[src/rtl/load_reservation_station_pkg.sv]
// rtl/load_reservation_station_pkg.sv - shared types for the load reservation station
// Contents: RS_tag_type, INVALID tag, ls_entry_t queue entry, lrs_state_e FSM states,
// tag_hit() helper used by the operand capture logic.
package load_reservation_station_pkg;

  localparam int TAG_W = 5;

  typedef logic [TAG_W-1:0] RS_tag_type;

  // Tag value meaning "no producer" / "no broadcast this cycle".
  localparam RS_tag_type INVALID = '0;

  typedef enum logic {
    LRS_IDLE,
    LRS_ISSUE
  } lrs_state_e;

  typedef struct packed {
    logic       valid;
    logic [31:0] v1;
    logic       v1_valid;
    RS_tag_type q1;
    logic [31:0] v2;
    logic       v2_valid;
    RS_tag_type q2;
    RS_tag_type rd_tag;
    logic [2:0] mem_type;
  } ls_entry_t;

  function automatic logic tag_hit(input RS_tag_type q, input RS_tag_type cdb);
    return (cdb != INVALID) && (q == cdb);
  endfunction

endpackage

[src/rtl/load_reservation_station_if.sv]
// rtl/load_reservation_station_if.sv - dispatch / CDB / load-unit / memory bundle
// Ports (signals): disp_* dispatch handshake and operands, cdb_* result broadcast,
// lu_* issued load, mem_resp_valid, flush, count. slave = station, master = environment.
interface load_reservation_station_if #(
  parameter int DEPTH = 4
);
  import load_reservation_station_pkg::*;

  logic                   disp_valid;
  logic                   disp_ready;
  logic [31:0]            disp_v1;
  logic [31:0]            disp_v2;
  logic                   disp_v1_valid;
  logic                   disp_v2_valid;
  RS_tag_type             disp_q1;
  RS_tag_type             disp_q2;
  RS_tag_type             disp_rd_tag;
  logic [2:0]             disp_mem_type;
  RS_tag_type             cdb_tag;
  logic [31:0]            cdb_val;
  logic [31:0]            lu_V1;
  logic [31:0]            lu_V2;
  logic                   lu_V1_valid;
  logic                   lu_V2_valid;
  RS_tag_type             lu_rd_tag;
  logic [2:0]             lu_mem_type;
  logic                   mem_resp_valid;
  logic                   flush;
  logic [$clog2(DEPTH):0] count;

  modport slave (
    input  disp_valid, disp_v1, disp_v2, disp_v1_valid, disp_v2_valid,
           disp_q1, disp_q2, disp_rd_tag, disp_mem_type,
           cdb_tag, cdb_val, mem_resp_valid, flush,
    output disp_ready, lu_V1, lu_V2, lu_V1_valid, lu_V2_valid,
           lu_rd_tag, lu_mem_type, count
  );

  modport master (
    output disp_valid, disp_v1, disp_v2, disp_v1_valid, disp_v2_valid,
           disp_q1, disp_q2, disp_rd_tag, disp_mem_type,
           cdb_tag, cdb_val, mem_resp_valid, flush,
    input  disp_ready, lu_V1, lu_V2, lu_V1_valid, lu_V2_valid,
           lu_rd_tag, lu_mem_type, count
  );

endinterface

[src/rtl/load_reservation_station_capture.sv]
// rtl/load_reservation_station_capture.sv - single-operand CDB wakeup (lrs_operand_capture)
// Ports: val/val_valid/q current operand, cdb_tag/cdb_val broadcast,
// val_out/val_valid_out operand after this cycle's broadcast is applied.
module lrs_operand_capture
  import load_reservation_station_pkg::*;
(
  input  logic [31:0] val,
  input  logic        val_valid,
  input  RS_tag_type  q,
  input  RS_tag_type  cdb_tag,
  input  logic [31:0] cdb_val,
  output logic [31:0] val_out,
  output logic        val_valid_out
);

  logic hit;

  // An operand that already holds a value never gets overwritten by a later broadcast.
  assign hit           = !val_valid && tag_hit(q, cdb_tag);
  assign val_out       = hit ? cdb_val : val;
  assign val_valid_out = val_valid | hit;

endmodule

[src/rtl/load_reservation_station.sv]
// rtl/load_reservation_station.sv - in-order load queue with CDB wakeup, one load outstanding
// Ports: CLK, RST_N (async active-low), bus (load_reservation_station_if.slave):
// dispatch push, CDB snoop, registered load-unit issue, memory response, flush, count.
module load_reservation_station
  import load_reservation_station_pkg::*;
#(
  parameter int DEPTH = 4
) (
  input logic                      CLK,
  input logic                      RST_N,
  load_reservation_station_if.slave bus
);

  localparam int PTR_W = $clog2(DEPTH);
  localparam int CNT_W = $clog2(DEPTH) + 1;

  ls_entry_t        ent [DEPTH];
  logic [PTR_W-1:0] head;
  logic [PTR_W-1:0] tail;
  logic [CNT_W-1:0] count_r;
  lrs_state_e       state;
  lrs_state_e       next_state;

  logic [31:0] cap_v1 [DEPTH];
  logic [31:0] cap_v2 [DEPTH];
  logic        cap_v1_valid [DEPTH];
  logic        cap_v2_valid [DEPTH];

  logic [31:0] d_v1, d_v2;
  logic        d_v1_valid, d_v2_valid;

  logic        push, pop, issue, disp_ready_w;

  // Head candidate as seen after this cycle's CDB broadcast and dispatch.
  logic        hd_valid, hd_v1_valid, hd_v2_valid, head_ready;
  logic [31:0] hd_v1, hd_v2;
  RS_tag_type  hd_rd_tag;
  logic [2:0]  hd_mem_type;

  logic        lu_valid_q;
  logic [31:0] lu_v1_q, lu_v2_q;
  RS_tag_type  lu_tag_q;
  logic [2:0]  lu_mt_q;

  for (genvar i = 0; i < DEPTH; i++) begin : g_entry_cap
    lrs_operand_capture u_cap_v1 (
      .val(ent[i].v1), .val_valid(ent[i].v1_valid), .q(ent[i].q1),
      .cdb_tag(bus.cdb_tag), .cdb_val(bus.cdb_val),
      .val_out(cap_v1[i]), .val_valid_out(cap_v1_valid[i])
    );
    lrs_operand_capture u_cap_v2 (
      .val(ent[i].v2), .val_valid(ent[i].v2_valid), .q(ent[i].q2),
      .cdb_tag(bus.cdb_tag), .cdb_val(bus.cdb_val),
      .val_out(cap_v2[i]), .val_valid_out(cap_v2_valid[i])
    );
  end

  // Dispatch bypass: a broadcast in the same cycle as the push is not lost.
  lrs_operand_capture u_disp_cap_v1 (
    .val(bus.disp_v1), .val_valid(bus.disp_v1_valid), .q(bus.disp_q1),
    .cdb_tag(bus.cdb_tag), .cdb_val(bus.cdb_val),
    .val_out(d_v1), .val_valid_out(d_v1_valid)
  );
  lrs_operand_capture u_disp_cap_v2 (
    .val(bus.disp_v2), .val_valid(bus.disp_v2_valid), .q(bus.disp_q2),
    .cdb_tag(bus.cdb_tag), .cdb_val(bus.cdb_val),
    .val_out(d_v2), .val_valid_out(d_v2_valid)
  );

  assign disp_ready_w = (count_r != CNT_W'(DEPTH));
  assign push         = bus.disp_valid && disp_ready_w && !bus.flush;

  // With an empty queue the incoming load becomes the head at this edge, so it
  // can issue straight from the dispatch path for a push-to-issue latency of 1.
  always_comb begin
    hd_valid    = 1'b0;
    hd_v1       = '0;
    hd_v1_valid = 1'b0;
    hd_v2       = '0;
    hd_v2_valid = 1'b0;
    hd_rd_tag   = INVALID;
    hd_mem_type = '0;
    if (ent[head].valid) begin
      hd_valid    = 1'b1;
      hd_v1       = cap_v1[head];
      hd_v1_valid = cap_v1_valid[head];
      hd_v2       = cap_v2[head];
      hd_v2_valid = cap_v2_valid[head];
      hd_rd_tag   = ent[head].rd_tag;
      hd_mem_type = ent[head].mem_type;
    end else if (push) begin
      hd_valid    = 1'b1;
      hd_v1       = d_v1;
      hd_v1_valid = d_v1_valid;
      hd_v2       = d_v2;
      hd_v2_valid = d_v2_valid;
      hd_rd_tag   = bus.disp_rd_tag;
      hd_mem_type = bus.disp_mem_type;
    end
  end

  assign head_ready = hd_valid && hd_v1_valid && hd_v2_valid;

  always_ff @(posedge CLK or negedge RST_N) begin
    if (!RST_N) begin
      state <= LRS_IDLE;
    end else begin
      state <= next_state;
    end
  end

  always_comb begin
    next_state = state;
    issue      = 1'b0;
    pop        = 1'b0;
    if (bus.flush) begin
      next_state = LRS_IDLE;
    end else begin
      case (state)
        LRS_IDLE: begin
          if (head_ready) begin
            next_state = LRS_ISSUE;
            issue      = 1'b1;
          end
        end
        LRS_ISSUE: begin
          if (bus.mem_resp_valid) begin
            next_state = LRS_IDLE;
            pop        = 1'b1;
          end
        end
        default: next_state = LRS_IDLE;
      endcase
    end
  end

  always_ff @(posedge CLK or negedge RST_N) begin
    if (!RST_N) begin
      for (int i = 0; i < DEPTH; i++) ent[i] <= '0;
      head    <= '0;
      tail    <= '0;
      count_r <= '0;
    end else if (bus.flush) begin
      for (int i = 0; i < DEPTH; i++) ent[i] <= '0;
      head    <= '0;
      tail    <= '0;
      count_r <= '0;
    end else begin
      for (int i = 0; i < DEPTH; i++) begin
        if (ent[i].valid) begin
          ent[i].v1       <= cap_v1[i];
          ent[i].v1_valid <= cap_v1_valid[i];
          ent[i].v2       <= cap_v2[i];
          ent[i].v2_valid <= cap_v2_valid[i];
        end
      end
      if (pop) begin
        ent[head].valid <= 1'b0;
        head            <= head + PTR_W'(1);
      end
      // Pop and push never target the same slot: a push needs a free slot.
      if (push) begin
        ent[tail] <= '{valid: 1'b1, v1: d_v1, v1_valid: d_v1_valid, q1: bus.disp_q1,
                       v2: d_v2, v2_valid: d_v2_valid, q2: bus.disp_q2,
                       rd_tag: bus.disp_rd_tag, mem_type: bus.disp_mem_type};
        tail      <= tail + PTR_W'(1);
      end
      count_r <= count_r + CNT_W'(push) - CNT_W'(pop);
    end
  end

  always_ff @(posedge CLK or negedge RST_N) begin
    if (!RST_N) begin
      lu_valid_q <= 1'b0;
      lu_v1_q    <= '0;
      lu_v2_q    <= '0;
      lu_tag_q   <= INVALID;
      lu_mt_q    <= '0;
    end else if (bus.flush || pop) begin
      lu_valid_q <= 1'b0;
      lu_v1_q    <= '0;
      lu_v2_q    <= '0;
      lu_tag_q   <= INVALID;
      lu_mt_q    <= '0;
    end else if (issue) begin
      lu_valid_q <= 1'b1;
      lu_v1_q    <= hd_v1;
      lu_v2_q    <= hd_v2;
      lu_tag_q   <= hd_rd_tag;
      lu_mt_q    <= hd_mem_type;
    end
  end

  assign bus.disp_ready  = disp_ready_w;
  assign bus.count       = count_r;
  assign bus.lu_V1       = lu_v1_q;
  assign bus.lu_V2       = lu_v2_q;
  assign bus.lu_V1_valid = lu_valid_q;
  assign bus.lu_V2_valid = lu_valid_q;
  assign bus.lu_rd_tag   = lu_tag_q;
  assign bus.lu_mem_type = lu_mt_q;

endmodule

[src/flat_wrapper.sv]
// flat-port wrapper written by rule: the top's interface ports become plain ports
module load_reservation_station_flat import load_reservation_station_pkg::*;
#(
  parameter int DEPTH = 4
)
  (CLK, RST_N, bus_disp_valid, bus_disp_v1, bus_disp_v2, bus_disp_v1_valid, bus_disp_v2_valid, bus_disp_q1, bus_disp_q2, bus_disp_rd_tag, bus_disp_mem_type, bus_cdb_tag, bus_cdb_val, bus_mem_resp_valid, bus_flush, bus_disp_ready, bus_lu_V1, bus_lu_V2, bus_lu_V1_valid, bus_lu_V2_valid, bus_lu_rd_tag, bus_lu_mem_type, bus_count);
  load_reservation_station_if #(.DEPTH(DEPTH)) bus_i ();
  input logic CLK;
  input logic RST_N;
  input wire logic [$bits(bus_i.disp_valid)-1:0] bus_disp_valid;
  input wire logic [$bits(bus_i.disp_v1)-1:0] bus_disp_v1;
  input wire logic [$bits(bus_i.disp_v2)-1:0] bus_disp_v2;
  input wire logic [$bits(bus_i.disp_v1_valid)-1:0] bus_disp_v1_valid;
  input wire logic [$bits(bus_i.disp_v2_valid)-1:0] bus_disp_v2_valid;
  input wire logic [$bits(bus_i.disp_q1)-1:0] bus_disp_q1;
  input wire logic [$bits(bus_i.disp_q2)-1:0] bus_disp_q2;
  input wire logic [$bits(bus_i.disp_rd_tag)-1:0] bus_disp_rd_tag;
  input wire logic [$bits(bus_i.disp_mem_type)-1:0] bus_disp_mem_type;
  input wire logic [$bits(bus_i.cdb_tag)-1:0] bus_cdb_tag;
  input wire logic [$bits(bus_i.cdb_val)-1:0] bus_cdb_val;
  input wire logic [$bits(bus_i.mem_resp_valid)-1:0] bus_mem_resp_valid;
  input wire logic [$bits(bus_i.flush)-1:0] bus_flush;
  output wire logic [$bits(bus_i.disp_ready)-1:0] bus_disp_ready;
  output wire logic [$bits(bus_i.lu_V1)-1:0] bus_lu_V1;
  output wire logic [$bits(bus_i.lu_V2)-1:0] bus_lu_V2;
  output wire logic [$bits(bus_i.lu_V1_valid)-1:0] bus_lu_V1_valid;
  output wire logic [$bits(bus_i.lu_V2_valid)-1:0] bus_lu_V2_valid;
  output wire logic [$bits(bus_i.lu_rd_tag)-1:0] bus_lu_rd_tag;
  output wire logic [$bits(bus_i.lu_mem_type)-1:0] bus_lu_mem_type;
  output wire logic [$bits(bus_i.count)-1:0] bus_count;
  assign bus_i.disp_valid = bus_disp_valid;
  assign bus_i.disp_v1 = bus_disp_v1;
  assign bus_i.disp_v2 = bus_disp_v2;
  assign bus_i.disp_v1_valid = bus_disp_v1_valid;
  assign bus_i.disp_v2_valid = bus_disp_v2_valid;
  assign bus_i.disp_q1 = bus_disp_q1;
  assign bus_i.disp_q2 = bus_disp_q2;
  assign bus_i.disp_rd_tag = bus_disp_rd_tag;
  assign bus_i.disp_mem_type = bus_disp_mem_type;
  assign bus_i.cdb_tag = bus_cdb_tag;
  assign bus_i.cdb_val = bus_cdb_val;
  assign bus_i.mem_resp_valid = bus_mem_resp_valid;
  assign bus_i.flush = bus_flush;
  assign bus_disp_ready = bus_i.disp_ready;
  assign bus_lu_V1 = bus_i.lu_V1;
  assign bus_lu_V2 = bus_i.lu_V2;
  assign bus_lu_V1_valid = bus_i.lu_V1_valid;
  assign bus_lu_V2_valid = bus_i.lu_V2_valid;
  assign bus_lu_rd_tag = bus_i.lu_rd_tag;
  assign bus_lu_mem_type = bus_i.lu_mem_type;
  assign bus_count = bus_i.count;
  load_reservation_station #(.DEPTH(DEPTH)) u_core (.CLK(CLK), .RST_N(RST_N), .bus(bus_i));
endmodule
[config.mk]
export PLATFORM = sky130hd
export DESIGN_NAME = load_reservation_station_flat
export DESIGN_NICKNAME = d
export VERILOG_FILES = /design/src/rtl/load_reservation_station_pkg.sv /design/src/rtl/load_reservation_station_if.sv /design/src/rtl/load_reservation_station_capture.sv /design/src/rtl/load_reservation_station.sv /design/src/flat_wrapper.sv
export SDC_FILE = /design/constraint.sdc
export NUM_CORES = 1
export LEC_CHECK = 0
export BUFFER_PORTS_ARGS = -buffer_cell sky130_fd_sc_hd__buf_2
export CAP_MARGIN = 25
export CORE_UTILIZATION = 40
export DETAILED_ROUTE_END_ITERATION = 10
export MAX_ROUTING_LAYER = met4
export PLACE_DENSITY_LB_ADDON = 0.12
export SLEW_MARGIN = 10
export SYNTH_ARGS = -nofsm -noshare
export SYNTH_HDL_FRONTEND = slang
export SYNTH_SLANG_ARGS = --single-unit
[constraint.sdc]
create_clock -name CLK -period 2.72 [get_ports CLK]
set_clock_uncertainty 0.05 [all_clocks]
set_input_delay 0.136 -clock CLK [delete_from_list [all_inputs] [get_ports CLK]]
set_output_delay 0.136 -clock CLK [all_outputs]
set_load 0.01 [all_outputs]
# Word-level counts from Yosys, hierarchy flattened
# Index checks and enable logic that the tools add are counted.
[classes]
add_sub_neg = 4
n_lt_le_gt_ge = 4
eq_ne = 11
muxes = 89
bitwise_logic = 13
reduce_logical = 42
[op_table]
columns = ["cell", "n"]
rows = [
  ["340-bit two-way mux", 4],
  ["32-bit two-way mux", 22],
  ["340-bit bitwise mux", 2],
  ["33-bit two-way mux", 16],
  ["85-bit demux with 2-bit select", 2],
  ["85-bit two-way mux", 4],
  ["85-bit binary-select mux with 2-bit select", 1],
  ["32-bit binary-select mux with 2-bit select", 2],
  ["5-bit equality test", 10],
  ["1-bit logical AND", 26],
  ["1-bit two-way mux", 20],
  ["5-bit two-way mux", 4],
  ["3-bit two-way mux", 5],
  ["1-bit logical NOT", 11],
  ["1-bit OR", 10],
  ["2-bit two-way mux", 4],
  ["3-bit >= comparator, second input constant", 2],
  ["3-bit by 1-bit less-than comparator with 1-bit output, second input constant", 2],
  ["2-bit inverter with 3-bit output", 2],
  ["2-bit nonzero test", 3],
  ["5-bit nonzero test", 1],
  ["2-bit by 1-bit adder with 2-bit output, second input constant", 2],
  ["1-bit binary-select mux with 2-bit select", 2],
  ["3-bit by 1-bit adder with 3-bit output", 1],
  ["5 further kinds", 5],
]
[totals]
reg_bits = 421
output_inout_bits = 78
elab_cells = 208

# Longest topological paths before layout
# Gate-level depths: netlist of run 1.
[depth]
word_depth = 15
depth_mapped = 11
ltp_nobuf = 8

# Hierarchy
# Synthesis of run 1 repeated with hierarchy kept, for this count alone.
[unflattened]
cells_unflattened = 2424
hier_area_um2 = 27309.9
[by_module_without_submodules]
columns = ["mod", "instances", "cells_per_inst", "area_each_um2", "seq_area_each_um2"]
rows = [
  ["load_reservation_station", 1, 1964, 22292.6, 10535.1],
  ["lrs_operand_capture", 10, 46, 501.7, 0.0],
]

# Worst setup path before layout of run 1
# OpenSTA, ideal clock, no wires.
[synth_path]
path_kind = "reg-to-reg"
start = "register u_core.count_r[1], in the netlist u_core.bus.count[1]"
end = "register u_core.lu_v2_q[13], in the netlist u_core.bus.lu_V2[13]"
t_arrival_ps = 2301
path_slack_ps = 226
path_stages_with_launch = 10
period_less_slack_ps = 2494
path_cell_list = "dfrtp_1 -> or3b_1 -> and2_1 -> clkbuf_1 -> nand2b_1 -> nor2_1 -> buf_2 -> a32o_1 -> a2111oi_1 -> o22ai_2"
[synth_via]
elab_chain_cells = 11
elab_cells_between_ends = 19
[synth_rtl]
columns = ["element", "line_no", "text"]
rows = [
  ["start, declared", "load_reservation_station.sv:20", "logic [CNT_W-1:0] count_r;"],
  ["start signal, assigned", "load_reservation_station.sv:168", "count_r <= count_r + CNT_W'(push) - CNT_W'(pop);"],
  ["3-bit inequality test *", "load_reservation_station.sv:70", "assign disp_ready_w = (count_r != CNT_W'(DEPTH));"],
  ["named net bus_disp_ready", "flat_wrapper.sv:23", "output wire logic [$bits(bus_i.disp_ready)-1:0] bus_disp_ready;"],
  ["1-bit logical AND * (2 in series)", "load_reservation_station.sv:71", "assign push = bus.disp_valid && disp_ready_w && !bus.flush;"],
  ["1-bit two-way mux", "load_reservation_station.sv:91", "end else if (push) begin"],
  ["1-bit two-way mux", "load_reservation_station.sv:83", "if (ent[head].valid) begin"],
  ["1-bit logical AND (2 in series)", "load_reservation_station.sv:102", "assign head_ready = hd_valid && hd_v1_valid && hd_v2_valid;"],
  ["1-bit two-way mux", "load_reservation_station.sv:121", "if (head_ready) begin"],
  ["1-bit two-way mux", "load_reservation_station.sv:119", "case (state)"],
  ["1-bit two-way mux", "load_reservation_station.sv:116", "if (bus.flush) begin"],
  ["2-bit nonzero test (no source line)", "-", ""],
  ["end signal, assigned", "load_reservation_station.sv:188", "lu_v2_q <= hd_v2;"],
  ["end, declared", "load_reservation_station.sv:41", "logic [31:0] lu_v1_q, lu_v2_q;"],
]
# Mark *: on every way through the listed nets, which the timed path passes. The rest lies on a longest branch. The select of a mux whose other input is x is not followed.
# A chain may end at the register's enable or synchronous reset.

# Worst setup path after layout of run 1
[layout_path]
start = "register u_core.ent[97] in the netlist's numbering"
end = "register u_core.lu_v1_q[26], in the netlist u_core.bus.lu_V1[26]"
[layout_via]
elab_chain_cells = 13
[layout_rtl]
columns = ["element", "line_no", "text"]
rows = [
  ["start, declared", "load_reservation_station.sv:17", "ls_entry_t ent [DEPTH];"],
  ["start signal, assigned by index", "load_reservation_station.sv:163", "ent[tail] <= '{valid: 1'b1, v1: d_v1, v1_valid: d_v1_valid, q1: bus.disp_q1,"],
  ["5-bit equality test", "load_reservation_station_pkg.sv:31", "return (cdb != INVALID) && (q == cdb);"],
  ["1-bit logical AND", "load_reservation_station_pkg.sv:31", ""],
  ["1-bit logical AND", "load_reservation_station_capture.sv:19", "assign hit = !val_valid && tag_hit(q, cdb_tag);"],
  ["1-bit OR", "load_reservation_station_capture.sv:21", "assign val_valid_out = val_valid | hit;"],
  ["1-bit binary-select mux with 2-bit select", "load_reservation_station.sv:88", "hd_v2_valid = cap_v2_valid[head];"],
  ["1-bit two-way mux (not written as such) (2 in series)", "load_reservation_station.sv:88", ""],
  ["1-bit two-way mux", "load_reservation_station.sv:83", ""],
  ["1-bit logical AND", "load_reservation_station.sv:102", ""],
  ["1-bit two-way mux", "load_reservation_station.sv:121", ""],
  ["1-bit two-way mux", "load_reservation_station.sv:119", ""],
  ["1-bit two-way mux", "load_reservation_station.sv:116", ""],
  ["2-bit nonzero test (no source line)", "-", ""],
  ["end signal, assigned", "load_reservation_station.sv:187", "lu_v1_q <= hd_v1;"],
  ["end, declared", "load_reservation_station.sv:41", ""],
]
# No other way between the ends. The select of a mux whose other input is x is not followed.

==> results of run 1 <==
-- where the power goes --
part,switching (W),internal [W]
combinational,0.00396,0.00233
clock,0.00291,0.00407
sequential,0.000435,0.00681
-- layout make-up --
type / instances / area (µm²) / area share, %
diodes: 2 / 5.005 / 0.01578
flip-flops and latches: 421 / 10540 / 33.22
clock buffers: 71 / 1483 / 4.674
clock inverters: 18 / 188.9 / 0.5956
inverters: 15 / 56.30 / 0.1775
repair buffers: 488 / 4104 / 12.94
well taps: 846 / 1059 / 3.337
multi-input cells: 2086 / 14290 / 45.04
-- through the flow --
step / utilization (%) / TNS, ns / setup slack [ns]
2_1_floorplan: - / 0 / 0.2258
3_3_place_gp: 45.62 / -0.7411 / -0.1046
3_5_place_dp: 45.65 / -0.7935 / -0.1225
4_1_cts: 49.46 / 0 / 0.01273
5_1_grt: 49.92 / -0.03063 / -0.01475
6_report: 49.92 / 0 / 0.04750
-- cell usage after synthesis, types with 73 or more instances --
library cell  instances
mux2i_1             189
a22oi_1              78
a311oi_1             76
a211oi_1            135
mux2_2               73
a21oi_1              94
nand3_1              97
o21ai_0              93
dfrtp_1             421
nand2_1             367
clkbuf_1            224
nor2_1              313
o22ai_1              79
-- logic make-up after synthesis --
kind of cell	after synthesis	synth area share, %
flops	421	40.65
mux	275	11.38
fa+ha+maj	11	0.5600
compound gates	870	25.97
buf+inv	319	5.513
xor+xnor	54	1.825
simple gates	876	14.10
-- repair_timing --
action                                  in CTS  in global routing
endpoints found under the setup margin       3                104
hold buffers                                74                  0
resized for setup                            2                 35
gates cloned                                 0                  3
endpoints found under the hold margin      602                  0
buffers inserted                             0                  6
pin swaps                                    0                  6
-- flip-flops by register name (all words and copies together), names as in the netlist --
register                cells
u_core.bus.lu_mem_type      3
u_core.bus.count            3
u_core.head                 2
u_core.bus.lu_V1_valid      1
u_core.ent                340
u_core.bus.lu_V1           32
u_core.bus.lu_V2           32
u_core.bus.lu_rd_tag        5
u_core.tail                 2
u_core.state                1
-- routing by layer --
metal / share of wire [%] / up-vias
met5: 0 / -
met4: 3.1 / 0
met3: 8.5 / 226
met2: 46 / 1350
met1: 42 / 12520
li1: - / 10970
-- critical path, delay by kind of cell, from the launching register on --
kind	cells	cell delay, ns
AO/OA/AOI/OAI	4	0.97
XOR/XNOR	1	0.20
buffers and inverters	3	0.62
AND/OR/NAND/NOR	2	0.31
flip-flops	1	0.40
-- final timing paths --
path,endpoint,depth (start not counted),startpoint,slack [ns]
worst max-delay path,u_core.bus.lu_V1[26],10,u_core.ent[97],0.05
worst min-delay path,u_core.bus.lu_V1[2],4,bus_disp_v1[2],0.01
worst max register to register,u_core.bus.lu_V1[26],10,u_core.ent[97],0.05
worst min register to register,u_core.ent[257],1,u_core.ent[257],0.45
max in group asynchronous,u_core.ent[104],3,RST_N,1.70
min in group asynchronous,u_core.ent[158],2,RST_N,0.04
==> run summary, run 1 <==
run status -> complete, no violations
worst hold path type -> primary input to flop
Clock Pin Slew Worst Setup and Hold Paths -> 0.06 ns
# DRC -> 0
mean cell area of the mapped netlist -> 9.171 µm²
most common cell after layout, fill and taps aside -> dfrtp_1
Mapped Cells -> 2826
total track usage -> 31.67%
met3 Use GR -> 4.498%
syn_nets -> 2963
final hold slack -> 0.01325 ns
post-synthesis sequential area ratio -> 40.65%
buffer levels on the longest clock path -> 3
H-tree depth -> 2
critical-path cell list -> xnor2_1 > nand3_2 > buf_4 > o31ai_1 > nand4_1 > o21a_1 > a2111o_2 > buf_4 > clkbuf_16 > o22ai_2
CTS Buf Count -> 51
Final Slew Violations -> 0
Main synth FF type -> dfrtp_1
share of the synthesized area in the top cell type -> 40.65%
pin count of the biggest net entering global routing -> 157
average vias per placed instance -> 6.349
Max Freq -> 0.3742 GHz
final net count -> 3200
Post-DP Area -> 29010 µm²
leak pwr -> 13.36 nW
EDFF count, synth -> 0
PortBufs -> 203
crit path max-delay cell type -> a2111o_2
die width -> 256.5 µm
min cycle time layout -> 2.672 ns
vias in the first global route -> 25100
die height -> 256.5 µm
core box area -> 63540 µm²
layout cell share with drive strength beyond 1 -> 22.88%
Layout area overhead -> 22.40%
clock root buffer -> clkbuf_16
CTS tree -> yes
initial antenna violation count -> 4
Core Rows -> 92
crit-path max cell delay -> 0.44 ns
Placer Congestion -> 0.8849
Worst Path Required -> 3.18 ns
Final setup viols -> 0
Slew @ Worst Pin -> 1.054 ns
relative max-transition margin -> 29.75%
critical path capture point type -> flop
peak supply drop -> 0.4671 mV
crit path DAT -> 3.13 ns
GRT overflow -> 0
FF+latch count, synth -> 421
die area -> 65810 µm²
max-cap viol count -> 0
DRT iter0 DRCs -> 2825
Synth Cell Area -> 25920 µm²
WL final -> 104.2 mm
async set or reset register ratio after synthesis -> 100.0%
final non-filler cell total -> 3947
global-route wire length before repair -> 157.2 mm
Final period util -> 98.25%
initial core utilization -> 40.79%
fin area -> 31720 µm²
post-DR wirelength/cell -> 26.41 µm
Hold Vio Cnt, Final -> 0
met2 usage -> 49.00%
# fillers -> 5897
I/O Pins -> 204
Antenna Violating Nets Remaining -> 0
CP Launch Type -> flop
commonest non-fill, non-tap cells in the layout -> 419 x dfrtp_1, 361 x nand2_1, 307 x nor2_1
synth top area cells -> dfrtp_1 41%, mux2i_1 7.3%, nand2_1 5.3%, nor2_1 4.5%, a211oi_1 3.9%
Yosys cell types -> 66
Skew-Pair Late Insertion Delay -> 0.62 ns
gr busiest metal -> met2
most used cell, CP -> buf_4
crit path kind -> flop to flop
DP HPWL -> 64.00 mm
Placed Cells -> 3773
Power Density -> 646.4 nW/µm²
clock sink count -> 421
Synth area leader -> dfrtp_1
synth warn -> 0
M1 GR Usage -> 42.46%
DRT Pass-1 Iters -> 6
Crit Path Max Fanout -> 13
total power -> 0.02050 W
Vias -> 25060
No activity file was read; power rests on OpenSTA's default activity.
==> inputs of run 2 (changes only) <==
Settings changed: CTS_CLUSTER_DIAMETER set to 80.
Clock period 2.72 ns to 2.73 ns, I/O delays scaled along.
==> run summary, run 2 (synthesized netlist as in run 1, its figures left out) <==
run status -> complete, no violations
WL final -> 104.3 mm
CP Launch Type -> flop
Core Rows -> 92
H-tree depth -> 2
CTS tree -> yes
vias in the first global route -> 24930
worst hold path type -> primary input to flop
clock sink count -> 421
Critical path origin -> u_core.head[1]
Most flops, register -> u_core.ent
Crit Path Max Fanout -> 11
Final period util -> 98.92%
final non-filler cell total -> 3952
Final Slew Violations -> 0
R2R setup slack -> 0.03 ns
GRT overflow -> 0
Hold Vio Cnt, Final -> 0
Placer Congestion -> 0.8782
relative max-transition margin -> 15.95%
I/O Pins -> 204
crit path kind -> flop to flop
CTS Buf Count -> 52
peak supply drop -> 0.4449 mV
Skew-Pair Late Insertion Delay -> 0.61 ns
core box area -> 63540 µm²
crit path DAT -> 3.15 ns
PortBufs -> 203
max-cap viol count -> 0
Layout area overhead -> 22.13%
# fillers -> 5937
Final setup viols -> 0
# DRC -> 0
layout cell share with drive strength beyond 1 -> 22.53%
final net count -> 3199
Power Density -> 655.2 nW/µm²
global-route wire length before repair -> 157.8 mm
Antenna Violating Nets Remaining -> 0
pin count of the biggest net entering global routing -> 223
post-DR wirelength/cell -> 26.39 µm
Max Freq -> 0.3703 GHz
hold path start -> bus_disp_v1[11]
Clock Pin Slew Worst Setup and Hold Paths -> 0.06 ns
leak pwr -> 13.33 nW
clock root buffer -> clkbuf_16
average vias per placed instance -> 6.411
total track usage -> 31.74%
Worst Path Required -> 3.18 ns
FF-to-FF Start -> u_core.head[1]
max reg flops -> 340
die area -> 65810 µm²
buffer levels on the longest clock path -> 3
post-route setup TNS -> 0 ns
Vias -> 25340
die height -> 256.5 µm
initial core utilization -> 40.79%
Placed Cells -> 3770
Slew @ Worst Pin -> 1.261 ns
die width -> 256.5 µm
initial antenna violation count -> 2
min cycle time layout -> 2.700 ns
DRT iter0 DRCs -> 2865
DRT Pass-1 Iters -> 6
most common cell after layout, fill and taps aside -> dfrtp_1
critical path capture point type -> flop
commonest non-fill, non-tap cells in the layout -> 419 x dfrtp_1, 362 x nand2_1, 306 x nor2_1
DP HPWL -> 63.66 mm
==> run 2: changes by cell type in the layout (fill, tap and decap cells not counted), moves of 4 or more <==
cell / change
clkinv_2: -6
buf_4: +9
clkbuf_1: +4
buf_12: -8
==> run 2: area by class of cell <==
type,count,area [µm²],area share (%)
clock buffers,76,1523,4.811
well taps,846,1059,3.344
flip-flops and latches,421,10540,33.29
inverters,15,56.30,0.1779
clock inverters,18,275.3,0.8697
multi-input cells,2086,14240,44.99
diodes,4,10.01,0.03163
repair buffers,486,3951,12.48
==> run 2: per-layer routing <==
metal / global-route usage, % / wire length, µm / vias up
li1: - / - / 10970
met1: 42.91 / 44010 / 12670
met2: 48.30 / 47710 / 1444
met3: 4.814 / 9270 / 255
met4: 11.11 / 3283 / 0
met5: - / 0 / -
==> run 2: worst paths after layout <==
path	to	depth (start not counted)
worst min-delay path	u_core.bus.lu_V1[11]	4
worst max-delay path	u_core.bus.lu_V2[31]	7
max in group asynchronous	u_core.ent[254]	3
worst max register to register	u_core.bus.lu_V2[31]	7
worst min register to register	u_core.ent[261]	1
min in group asynchronous	u_core.ent[163]	3
==> run 2: worst max-delay path, stage by stage, from the launching register on <==
cell,delay [ns]
dfrtp_2,0.52
mux2i_2,0.37
nand2b_1,0.40
nor2_2,0.24
a22o_1,0.24
a2111oi_1,0.50
buf_4,0.20
o22ai_2,0.06
==> run 2: power by group <==
group	switching (W)	internal, W	total, W
registers	0.000444	0.00679	0.00723
clock network	0.00292	0.00443	0.00736
logic	0.00388	0.00227	0.00615
==> run 2: per-stage QoR <==
stage,setup slack (ns),hold slack [ns],power [W],instance area [µm²],utilization [%]
after floorplan,0.2358,-0.2091,0.01073,25920,-
after global routing,-0.1049,0.03684,0.02151,31650,49.80
final,0.02954,0.01322,0.02074,31650,49.81
after CTS,0.005252,0.005347,0.02068,31460,49.52
after detailed placement,-0.1069,0.005029,0.01320,28860,45.42
after global placement,-0.07287,-0.002407,0.01311,28860,45.42
==> run 2: timing repair <==
action	in CTS	in global routing
resized for setup	5	20
hold buffers	77	0
setup endpoints to repair	9	71
endpoints found under the hold margin	590	0
pin swaps	0	4
gates cloned	0	2
setup buffers	0	5
